### src/rtl/mem_arbiter.sv
// ============================================================================
// Module   : mem_arbiter
// Purpose  : Shares the byte-wide RAM/IO port between instruction fetch and
//            memory access, tags returning read bytes and stalls IO writes.
// Revision : 1.0 - initial release
// ============================================================================
`default_nettype none

module mem_arbiter #(
  parameter logic [1:0] IO_HI = 2'b11
) (
  input  logic        clk,
  input  logic        rst,
  input  logic        rdy,
  input  logic        if_req_i,
  input  logic [31:0] if_addr_i,
  input  logic        mem_req_i,
  input  logic        mem_wr_i,
  input  logic [31:0] mem_addr_i,
  input  logic [7:0]  mem_dout_i,
  input  logic        io_buffer_full_i,
  input  logic [7:0]  ram_din_i,
  output logic [31:0] ram_a_o,
  output logic        ram_wr_o,
  output logic [7:0]  ram_dout_o,
  output logic        if_gnt_o,
  output logic        mem_gnt_o,
  output logic        if_dvalid_o,
  output logic        mem_dvalid_o,
  output logic        mem_wait_o,
  output logic [7:0]  din_o
);

  typedef enum logic [1:0] {
    ST_IDLE = 2'd0,
    ST_IF   = 2'd1,
    ST_MEM  = 2'd2
  } owner_t;

  owner_t r_owner;
  owner_t w_owner_nxt;
  logic   r_last_mem;
  logic   w_last_mem_nxt;
  logic   r_pend_if;
  logic   r_pend_mem;
  logic   w_own_if;
  logic   w_own_mem;
  logic   w_io_hit;

  assign w_own_if  = (r_owner == ST_IF);
  assign w_own_mem = (r_owner == ST_MEM);
  assign w_io_hit  = (mem_addr_i[17:16] == IO_HI);

  always_ff @(posedge clk) begin
    if (!rst) begin
      r_owner    <= ST_IDLE;
      r_last_mem <= 1'b0;
      r_pend_if  <= 1'b0;
      r_pend_mem <= 1'b0;
    end else if (rdy) begin
      r_owner    <= w_owner_nxt;
      r_last_mem <= w_last_mem_nxt;
      r_pend_if  <= w_own_if & if_req_i;
      r_pend_mem <= w_own_mem & mem_req_i & ~mem_wr_i;
    end
  end

  // Ownership is never handed over directly; every release passes through IDLE.
  always_comb begin
    w_owner_nxt    = r_owner;
    w_last_mem_nxt = r_last_mem;
    case (r_owner)
      ST_IDLE: begin
        if (if_req_i && mem_req_i) begin
          if (r_last_mem) begin
            w_owner_nxt    = ST_IF;
            w_last_mem_nxt = 1'b0;
          end else begin
            w_owner_nxt    = ST_MEM;
            w_last_mem_nxt = 1'b1;
          end
        end else if (if_req_i) begin
          w_owner_nxt    = ST_IF;
          w_last_mem_nxt = 1'b0;
        end else if (mem_req_i) begin
          w_owner_nxt    = ST_MEM;
          w_last_mem_nxt = 1'b1;
        end
      end
      ST_IF: begin
        if (!if_req_i) w_owner_nxt = ST_IDLE;
      end
      ST_MEM: begin
        if (!mem_req_i) w_owner_nxt = ST_IDLE;
      end
      default: w_owner_nxt = ST_IDLE;
    endcase
  end

  assign mem_wait_o = w_own_mem & mem_wr_i & w_io_hit & io_buffer_full_i;

  always_comb begin
    ram_a_o    = 32'd0;
    ram_wr_o   = 1'b0;
    ram_dout_o = 8'd0;
    if (w_own_if) begin
      ram_a_o = if_addr_i;
    end else if (w_own_mem) begin
      ram_a_o    = mem_addr_i;
      ram_dout_o = mem_dout_i;
      ram_wr_o   = mem_wr_i & ~mem_wait_o & rdy;
    end
  end

  assign if_gnt_o     = w_own_if;
  assign mem_gnt_o    = w_own_mem;
  assign if_dvalid_o  = r_pend_if;
  assign mem_dvalid_o = r_pend_mem;
  assign din_o        = ram_din_i;

endmodule

`default_nettype wire

### config.mk
export PLATFORM = sky130hd
export DESIGN_NAME = mem_arbiter
export DESIGN_NICKNAME = d
export VERILOG_FILES = /design/src/rtl/mem_arbiter.sv
export SDC_FILE = /design/constraint.sdc
export NUM_CORES = 1
export LEC_CHECK = 0
export CORE_ASPECT_RATIO = 0.5
export CORE_UTILIZATION = 21
export DETAILED_ROUTE_END_ITERATION = 10
export PLACE_DENSITY = 0.95
export REMOVE_ABC_BUFFERS = 1
export SYNTH_ARGS = -nofsm -noshare
export SYNTH_HDL_FRONTEND = slang
export SYNTH_SLANG_ARGS = --single-unit
### constraint.sdc
create_clock -name clk -period 3.16 [get_ports clk]
set_input_delay 0.632 -clock clk [delete_from_list [all_inputs] [get_ports clk]]
set_output_delay 0.632 -clock clk [all_outputs]
set_load 0.01 [all_outputs]
==> impl_metrics.yaml, run 1 <==
timing:
  max_freq_mhz: 366.6
  tns_ns: 0
  fin_worst_skew_ns: 0.002307
  maxSlewViolCount: 0
  hold_slack_ns: 0.4632
  timing.final.hold_violations: 0
  period_needed_ns: 2.728
  finalSetupViolCount: 0
  slew_headroom_pct: 73.21
  worstMarginPinSlew_ns: 0.4018
  finalCritPeriodShare_pct: 86.33
  grt_setup_unrepaired: "no"
logic_synthesis:
  synth_edf_count: 0
  synth-async-reset-ratio_pct: 0
  synthCells: 89
  synth.most_common_cell: "a22o_1"
  synth_cell_types: 19
  syn_area_sq_um: 735.7
  synth.top_cells.by_area: "a22o_1 (38%), dfxtp_1 (14%), buf_4 (11%)"
  yosysWarnings: 0
  synth_top_area_cell: "a22o_1"
  ys_ff_latch: 5
  seq_area_frac_synth_pct: 13.61
  yosysTopAreaCellShare_pct: 38.10
  ys_dominant_reg_cell: "dfxtp_1"
  synth_common_cells: "a22o_1 (32), buf_4 (11), and2_1 (8), buf_6 (6), dfxtp_1 (5)"
  avgSynthCellArea_sq_um: 8.266
critical_path:
  slowest_stage: "clkdlybuf4s50_1"
  crit_chain: "clkdlybuf4s50_1 > inv_2 > nor3b_2 > clkdlybuf4s50_1"
  worstPathArrival_ns: 2.10
  crit_buf_inv: 3
  cpPeakStageDelay_ns: 0.59
  cp-end-kind: "primary output"
  worstSetupPathType: "in2out"
  cp_max_fo: 6
  start_kind: "primary input"
  crit_required_ns: 2.53
  path_common_cell: "clkdlybuf4s50_1"
  path_delay_family: "buffers and inverters"
routing:
  wl_per_cell_um: 15.20
  drt_iter0_markers: 68
  drt_pre_antenna_iters: 4
  drt-total-wl_mm: 3.814
  vias: 1153
  drc: 0
  drtAntennaViolNets: 0
  viasPerCell: 4.594
clock_network:
  h-tree-depth: 1
  numCtsBuffers: 3
  cts_buffer_depth: 2
  cts_tree: "yes"
  holdBufCountCts: 0
  cts.sinks: 5
  path_clk_slew_ns: 0.03
  cts_setup_buffers: 0
  clkLatencyLatePin_ns: 0.22
  ctsRootBufferMaster: "clkbuf_8"
  ctsResizeCount: 0
placement:
  dp.cells: 247
  gp_congestion: 0.8525
  io_buffers: 124
  dp_hpwl_mm: 3.204
finish:
  fin_util_pct: 61.72
  n_antenna_cell: 0
  nets: 291
  seqCellArea_sq_um: 100.1
  fillers: 281
  multi_input_area_sq_um: 476.7
  drive_above_1_share_pct: 4.926
  area_growth_pct: 166.0
  stdcell_count: 251
min_path:
  hold_path.class: "reg2reg"
power:
  pwr_density_cell_nw_per_um2: 234.0
  peakVddDrop_mv: 0.1809
  power_w: 0.0004578
  power_leakage_nw: 0.7354
job:
  cap_violations: 0
global_routing:
  grt_pass1_vias: 1179
  antenna_found_initial: 0
  grt_overflow: 0
  grt_usage_pct: 18.86
  grt_pass1_wl_mm: 5.478
  grt_start_max_net_pins: 44
run_status:
  status: "completed"
die:
  die_w_um: 85.71
  initial_core_util_pct: 23.20
  core_area_sq_um: 3171
  die_h_um: 43.86
  io_pins: 141
  rows: 14
  dieArea_sq_um: 3759
==> logic make-up after synthesis <==
group | Yosys count | share of synthesized area, %
buffers and inverters | 20 | 21.94
AOI/OAI and AO/OA | 41 | 45.41
and+or+nand+nor | 23 | 19.05
DFF | 5 | 13.61
==> layer usage <==
metal	up-vias	global-route usage (%)	wire length, um
met5	-	0	0
met4	0	6.000	26
li1	559	-	-
met1	553	19.30	1419
met2	37	39.20	2246
met3	4	4.000	121
==> cells in the final DEF (no fill, tap or decap) <==
cell type / synthesis / layout
nand2_1: 4 / 4
buf_4: 11 / 3
inv_2: 1 / 1
a21boi_1: 2 / 2
nor3b_1: 2 / 2
nand3_1: 2 / 2
and2_1: 8 / 8
clkdlybuf4s50_1: 0 / 124
nor2b_1: 2 / 1
nor2b_2: 1 / 2
nor3b_2: 1 / 1
clkbuf_1: 0 / 1
a21oi_1: 4 / 4
o41ai_1: 1 / 1
o21ai_0: 2 / 2
nor2_1: 2 / 2
a22o_1: 32 / 32
nand4b_1: 1 / 1
inv_1: 2 / 2
dfxtp_1: 5 / 5
clkbuf_8: 0 / 3
==> final timing paths <==
| kind | slack [ns] | depth (start not counted) | end | from |
|---|---|---|---|---|
| worst max register to register | 1.78 | 4 | mem_dvalid_o | r_owner[1] |
| worst min-delay path | 0.46 | 2 | if_dvalid_o | if_dvalid_o |
| worst max-delay path | 0.43 | 4 | ram_wr_o | rdy |
| worst min register to register | 0.46 | 2 | if_dvalid_o | if_dvalid_o |
==> report_power, final <==
group	switching, W	total, W	internal (W)
logic	0.0000899	0.000273	0.000183
clock network	0.0000279	0.000114	0.0000863
registers	0.00000405	0.0000708	0.0000668
==> registers in the layout, summed over array words and instances (netlist names) <==
signal / count
if_dvalid_o: 1
mem_dvalid_o: 1
r_last_mem: 1
r_owner: 2
==> final cells by class <==
class	count	area share (%)
Sequential cell	5	5.115
Timing Repair Buffer	127	64.58
Clock buffer	4	2.302
Multi-Input combinational cell	64	24.36
Inverter	3	0.5754
Tap cell	48	3.069
==> metrics by stage <==
step | instance area (sq um) | setup slack, ns
after CTS | 1957 | 0.4522
after floorplan | 585.6 | 0.5141
after global placement | 1912 | 0.5313
final | 1957 | 0.4320
after detailed placement | 1912 | 0.4535
after global routing | 1957 | 0.3032
==> tightest hold or removal path: stages (launching register included) <==
cell and delay [ns]:
dfxtp_1 0.30, nand2_1 0.06, a21boi_1 0.05
(Power assumes the default switching activity.)
==> inputs of run 2 (changes only) <==
--- a/config.mk
+++ b/config.mk
@@ -8,7 +8,7 @@
 export CORE_ASPECT_RATIO = 0.5
 export CORE_UTILIZATION = 21
 export DETAILED_ROUTE_END_ITERATION = 10
-export PLACE_DENSITY = 0.95
+export PLACE_DENSITY = 0.88
 export REMOVE_ABC_BUFFERS = 1
 export SYNTH_ARGS = -nofsm -noshare
 export SYNTH_HDL_FRONTEND = slang
==> impl_metrics.yaml, run 2 (synthesized netlist as in run 1, its figures left out) <==
power:
  combPwrFrac_pct: 59.6
  p_int_w: 0.0003364
  peakVddDrop_mv: 0.1955
  pwr_density_cell_nw_per_um2: 233.6
  swShare_pct: 26.39
  seq_power_share_pct: 15.4
  clockPowerShare_pct: 25.0
  switchingPower_w: 0.0001206
  power_leakage_nw: 0.7353
timing:
  grt_setup_unrepaired: "no"
  tns_ns: 0
  max_freq_mhz: 372.4
  maxSlewViolCount: 0
  finalCritPeriodShare_pct: 84.98
  period_needed_ns: 2.685
  worstMarginPinSlew_ns: 0.3260
  timing.final.hold_violations: 0
  slew_headroom_pct: 78.27
  finalSetupViolCount: 0
  fin_worst_skew_ns: 0.001717
placement:
  gp_congestion: 0.8286
  io_buffers: 124
  dp.cells: 247
  dp_hpwl_mm: 3.265
global_routing:
  grt_overflow: 0
  grt_usage_pct: 18.36
  grt_start_max_net_pins: 34
  antenna_found_initial: 0
  grt_pass1_vias: 1118
  grt_pass1_wl_mm: 5.375
die:
  dieArea_sq_um: 3759
  die_w_um: 85.71
  io_pins: 141
  initial_core_util_pct: 23.20
  core_area_sq_um: 3171
  rows: 14
  die_h_um: 43.86
critical_path:
  cp_max_fo: 6
  path_common_cell: "clkdlybuf4s50_1"
  cpPeakStageDelay_ns: 0.58
  r2r_slack_ns: 1.91
  crit_chain: "clkdlybuf4s50_1 > inv_2 > nor3b_2 > clkdlybuf4s50_1"
  cp-end-kind: "primary output"
  worstSetupPathType: "in2out"
  crit_required_ns: 2.53
  slowest_stage: "clkdlybuf4s50_1"
  worstPathArrival_ns: 2.05
  start_kind: "primary input"
clock_network:
  cts.sinks: 5
  ctsRootBufferMaster: "clkbuf_8"
  ctsResizeCount: 0
  numCtsBuffers: 3
  holdBufCountCts: 0
  cts_buffer_depth: 2
  cts_tree: "yes"
  h-tree-depth: 1
  path_clk_slew_ns: 0.03
  cts_setup_buffers: 0
  clkLatencyLatePin_ns: 0.22
finish:
  drive_above_1_share_pct: 4.926
  stdcell_count: 251
  largest_register_ffs: 2
  final_cell_mix: "clkdlybuf4s50_1 (124), a22o_1 (32), and2_1 (8)"
  n_antenna_cell: 0
  area_growth_pct: 166.0
  final_common_cell: "clkdlybuf4s50_1"
  regMostFlops: "r_owner"
  nets: 291
min_path:
  hold_path.class: "reg2reg"
routing:
  wl_per_cell_um: 14.83
  drt_pre_antenna_iters: 4
  drc: 0
  viasPerCell: 4.434
  drt_iter0_markers: 14
  vias: 1113
  drtAntennaViolNets: 0
  drt-total-wl_mm: 3.722
run_status:
  status: "completed"
job:
  cap_violations: 0
run 2: metal layers:
| layer | track usage (%) | share of wire (%) |
|---|---|---|
| met4 | 5.000 | 0.75 |
| met1 | 21.22 | 42 |
| met3 | 4.762 | 3.7 |
| met5 | 0 | 0 |
| met2 | 34.40 | 54 |
run 2: final timing paths:
check,cells after the start,startpoint,endpoint
worst max register to register,4,r_owner[1],mem_dvalid_o
worst min-delay path,2,mem_dvalid_o,mem_dvalid_o
worst min register to register,2,mem_dvalid_o,mem_dvalid_o
worst max-delay path,4,rdy,ram_wr_o
run 2: cell type report:
cell class / instances / area (sq um)
clock buffer: 4 / 45.04
sequential: 5 / 100.1
fill: 275 / 1214
timing repair buffer: 127 / 1264
inverter: 3 / 11.26
multi-input combinational: 64 / 476.7
tap: 48 / 60.06
run 2: worst max-delay path: cells and delay by family:
kind | cells | cell delay (ns)
buffers and inverters | 3 | 1.24
and+or+nand+nor | 1 | 0.18
run 2: per-stage QoR:
stage / util [%] / hold slack (ns) / setup slack (ns) / total power (W) / instance area [sq um]
5_1_grt: 61.72 / 0.4866 / 0.4126 / 0.0004805 / 1957
2_1_floorplan: - / 0.4681 / 0.5141 / 0.0001515 / 585.6
4_1_cts: 61.72 / 0.4572 / 0.4823 / 0.0004622 / 1957
3_3_place_gp: 60.30 / 0.4434 / 0.5208 / 0.0003392 / 1912
6_report: 61.72 / 0.4511 / 0.4748 / 0.0004571 / 1957
3_5_place_dp: 60.30 / 0.4528 / 0.4863 / 0.0003441 / 1912
run 2: power by group through the flow:
stage / registers [W] / clock network (W) / logic [W]
5_1_grt: 0.0000709 / 0.000123 / 0.000287
6_report: 0.0000703 / 0.000114 / 0.000272
3_5_place_dp: 0.0000711 / 0 / 0.000273
2_1_floorplan: 0.0000704 / 0 / 0.0000810
3_3_place_gp: 0.0000709 / 0 / 0.000268
4_1_cts: 0.0000703 / 0.000118 / 0.000274
